File: src/rtl/tcm_pkg.sv
// Shared constants for the test completion monitor: FSM encodings and default counter width.
// Pure declarations; no logic.
package tcm_pkg;
  localparam int CNT_W_DEF = 32;

  localparam logic [1:0] IDLE    = 2'd0;
  localparam logic [1:0] RUN     = 2'd1;
  localparam logic [1:0] PASS    = 2'd2;
  localparam logic [1:0] TIMEOUT = 2'd3;
endpackage

File: src/rtl/tcm_slot.sv
// One completion slot: sticky done latch plus first-rise timestamp register.
// One-cycle latch latency; no backpressure (clr wins over capture).
module tcm_slot
  import tcm_pkg::*;
#(
  parameter int CNT_W = CNT_W_DEF
) (
  input  logic             clk,
  input  logic             rst_n,
  input  logic             clr,
  input  logic             en,
  input  logic             done_in,
  input  logic [CNT_W-1:0] cycles,
  output logic             done,
  output logic [CNT_W-1:0] ts
);

  always_ff @(posedge clk or negedge rst_n) begin
    if (!rst_n) begin
      done <= 1'b0;
      ts   <= '0;
    end else if (clr) begin
      done <= 1'b0;
      ts   <= '0;
    end else if (en && done_in && !done) begin
      // Only the first rise is recorded; later glitches low/high are ignored.
      done <= 1'b1;
      ts   <= cycles;
    end
  end

endmodule

File: config.mk
export PLATFORM = sky130hd
export DESIGN_NAME = tcm_slot
export DESIGN_NICKNAME = d
export VERILOG_FILES = /design/src/rtl/tcm_pkg.sv /design/src/rtl/tcm_slot.sv
export SDC_FILE = /design/constraint.sdc
export NUM_CORES = 1
export LEC_CHECK = 0
export ABC_AREA = 1
export CORE_MARGIN = 2
export CORE_UTILIZATION = 42
export CTS_CLUSTER_DIAMETER = 150
export DETAILED_ROUTE_END_ITERATION = 7
export GPL_TIMING_DRIVEN = 0
export HOLD_SLACK_MARGIN = 0.03
export PLACE_DENSITY = 0.93
export SLEW_MARGIN = 5
export SYNTH_ARGS = -nofsm -noshare
export SYNTH_HDL_FRONTEND = slang
export SYNTH_SLANG_ARGS = --single-unit
File: constraint.sdc
create_clock -name clk -period 2.2 [get_ports clk]
set_input_delay 0.33 -clock clk [delete_from_list [all_inputs] [get_ports clk]]
set_output_delay 0.33 -clock clk [all_outputs]
set_load 0.005 [all_outputs]
* Word-level counts from Yosys, hierarchy flattened *
Cells that the tools add are included.

storage, ports and cells
  word-level logic and storage cells = 10
  flip-flop bits (word level) = 33
  output and inout port bits = 33
  bits of input ports = 37

cells by class
  reductions and logical operators = 4
  multiplexer cells = 4

operators by type and width
  kind                count
  32-bit 2-to-1 mux   2
  1-bit logical AND   2
  1-bit 2-to-1 mux    2
  2-bit nonzero test  1
  1-bit logical NOT   1

* Longest topological paths before layout *
  word-level depth = 4
  depth in mapped cells = 5
  gate-level depth less buffers = 4

* Worst setup path before layout *
No wires, ideal clock.

  kind = flip-flop to flip-flop
  from = register done
  to = register ts[30]
  cell stages (with the launch flop) = 6
  period minus slack after synthesis = 0.965 ns
  setup slack = 1.235 ns
  data required time = 2.083 ns
  library setup time = 0.117 ns
  buffers on the path = 1
  data arrival time = 0.848 ns
  cell sequence = dfrtp_1 -> inv_2 -> nand3_2 -> buf_2 -> nand3_1 -> nand2_1

between the ends
  longest elaborated chain between the ends = 3

RTL lines
  item                                 line            source
  start, declared                      tcm_slot.sv:14  output logic done,
  start signal, assigned               tcm_slot.sv:20  done <= 1'b0;
  start signal, assigned               tcm_slot.sv:23  done <= 1'b0;
  start signal, assigned               tcm_slot.sv:27  done <= 1'b1;
  1-bit logical NOT                    tcm_slot.sv:25  end else if (en && done_in && !done) begin
  1-bit logical AND                    tcm_slot.sv:25
  2-bit nonzero test (no source line)  -
  end signal, assigned                 tcm_slot.sv:28  ts <= cycles;
  end, declared                        tcm_slot.sv:15  output logic [CNT_W-1:0] ts

Every way passes these cells.
A chain may end at the register's enable or synchronous reset.

* Worst setup path after layout *
  from = register done
  to = output port done

No word-level cell between the ends.

==> results.yml <==
clocking:
  clock_path_buffers: 2
  cts_resized: 0
  cts_hold_buf: 0
  post-cts-setup-buffers: 0
  cts_buffers: 5
  cts_sinks: 33
  htreeDepth: 2
  cts_tree: "done"
  clock_tree.root_cell: "clkbuf_4"
  clk_pin_slew_ns: 0.10
  clock_latency_ns: 0.32
floorplan:
  io_pins: 70
  die_y_um: 61.4
  die_w_um: 61.4
  initial_core_util: 0.446
  core_um2: 3100
  row_count: 20
  die_area_um2: 3770
cells_and_area:
  layout_commonest_cell: "clkdlybuf4s50_1"
  syn2layout_area_growth_pct: 57.6
  num_antenna_cells: 0
  drive_gt1_frac: 0.103
  fin_nets: 260
  layout_common_cells: "clkdlybuf4s50_1, nand3_1, nand2_1, dfrtp_1, buf_2"
route:
  via_count: 1365
  postRouteAntennaNets: 0
  drtIter0Drc: 115
  drt_first_pass_iters: 4
  wl_per_cell_um: 13.2
  drc: 0
  via_per_inst: 5.11
  wirelength_um: 3520
critical_path:
  end_kind: "output pin"
  path_max_fanout: 3
  cp-start-kind: "flip-flop"
  r2r_start: "done"
  cp_cell_sequence: "clkdlybuf4s50_1"
  crit_arrival_ns: 1.26
  slowest_delay_ns: 0.52
  path_delay_family: "buffers and inverters"
  timing.rr.end: "ts[17]"
  r2r_cells: 5
  worstPathRequired_ns: 1.87
  critPathKind: "reg -> out"
  path_buf_inv: 1
  cp_slowest_cell: "clkdlybuf4s50_1"
  rrSetupSlack_ns: 1.12
yosys:
  syn-num-nets: 184
  synth_area_um2: 1380
  yosysUniqueCellTypes: 9
  avgSynthCellArea_um2: 9.41
  synth-seq-area-share: 0.597
  ys_ff_latch: 33
  yosys_warnings: 0
  netlist_instances: 147
worst_hold_path:
  min_path_type: "in -> async"
placement:
  hpwl_um: 2530
  gp_congestion: 0.786
  port_buffers: 69
sta:
  setup_viol: 0
  maxSlewViolCount: 0
  max_freq_mhz: 627
  relSlewSlack: 0.515
  finalHoldViolCount: 0
  post-route-period-util: 0.725
  worst_slew_pin_slew_ns: 0.727
  min_period_ns: 1.59
  tns_ns: 0
  rsz0062_at_grt: "no"
  fin_skew_ns: 0.00601
  hold-worst-slack_ns: 0.0535
status:
  status: "finished clean"
global_route:
  grt-ovfl-total: 0
  grtUsageTotal: 0.211
  grt_pass1_vias: 1336
  grt_max_degree: 34
  grt_first_pass_wirelength_um: 5930
  antenna_found_initial: 0
power_and_ir_drop:
  vdd_drop_max_uv: 324
  powerDensity_nw_per_um2: 554
  finalPower_mw: 1.21
  p_leak_nw: 1.06
job:
  maxCapViolations: 0
-- flip-flops by register name, indices dropped and copies added, names as in the netlist --
signal	cells
ts	32
done	1
-- synthesized netlist by cell type --
master / number / area (um2)
buf_6: 3 / 33.8
nor2_4: 1 / 11.3
nand3_1: 64 / 320
inv_2: 2 / 7.51
dfrtp_1: 33 / 826
a21oi_1: 1 / 5.00
nand2_1: 33 / 124
buf_2: 9 / 45.0
nand3_2: 1 / 10.0
-- final cells by class --
cell class	count	area [um2]
tap	44	55.1
timing repair buffer	69	686
multi-input combinational	100	470
fill	268	925
inverter	2	7.51
sequential	33	826
buffer	12	78.8
clock buffer	7	55.1
-- stage by stage --
stage | util | area [um2] | std cells | worst slack [ns]
after CTS | 0.702 | 2180 | 267 | 0.582
after global placement | 0.686 | 2130 | 260 | 0.180
after floorplan | - | 1380 | 147 | 1.23
final | 0.702 | 2180 | 267 | 0.605
after detailed placement | 0.684 | 2120 | 260 | 0.664
after global routing | 0.702 | 2180 | 267 | 0.542
-- how the worst max path moves through the flow --
| stage | cells past startpoint | to | from | slack (ns) |
|---|---|---|---|---|
| after floorplan | 5 | ts[30] | done | 1.23 |
| after global placement | 1 | ts[21] | rst_n | 0.18 |
| after detailed placement | 6 | ts[27] | en | 0.66 |
| after CTS | 1 | done | done | 0.58 |
| after global routing | 1 | done | done | 0.54 |
| final | 1 | done | done | 0.61 |
-- per-layer routing --
layer	track usage	wire [um]
met3	0.0525	241
met4	0.0760	63
met2	0.359	1770
met1	0.263	1450
met5	0	0
-- logic make-up (layout without fill, tap and decap cells) --
group                  after synthesis  count (layout)  share of synthesized area
DFF                                 33              33                      0.597
buffers and inverters               14              90                     0.0624
and+or+nand+nor                     99              99                      0.337
AOI/OAI and AO/OA                    1               1                    0.00362
-- power by group --
group | internal (mW) | total [mW] | leakage, nW | switching (mW)
logic | 0.130 | 0.219 | 0.584 | 0.0896
registers | 0.634 | 0.651 | 0.450 | 0.0166
clock network | 0.151 | 0.338 | 0.0314 | 0.187
Power figures use the tool's default switching activity.
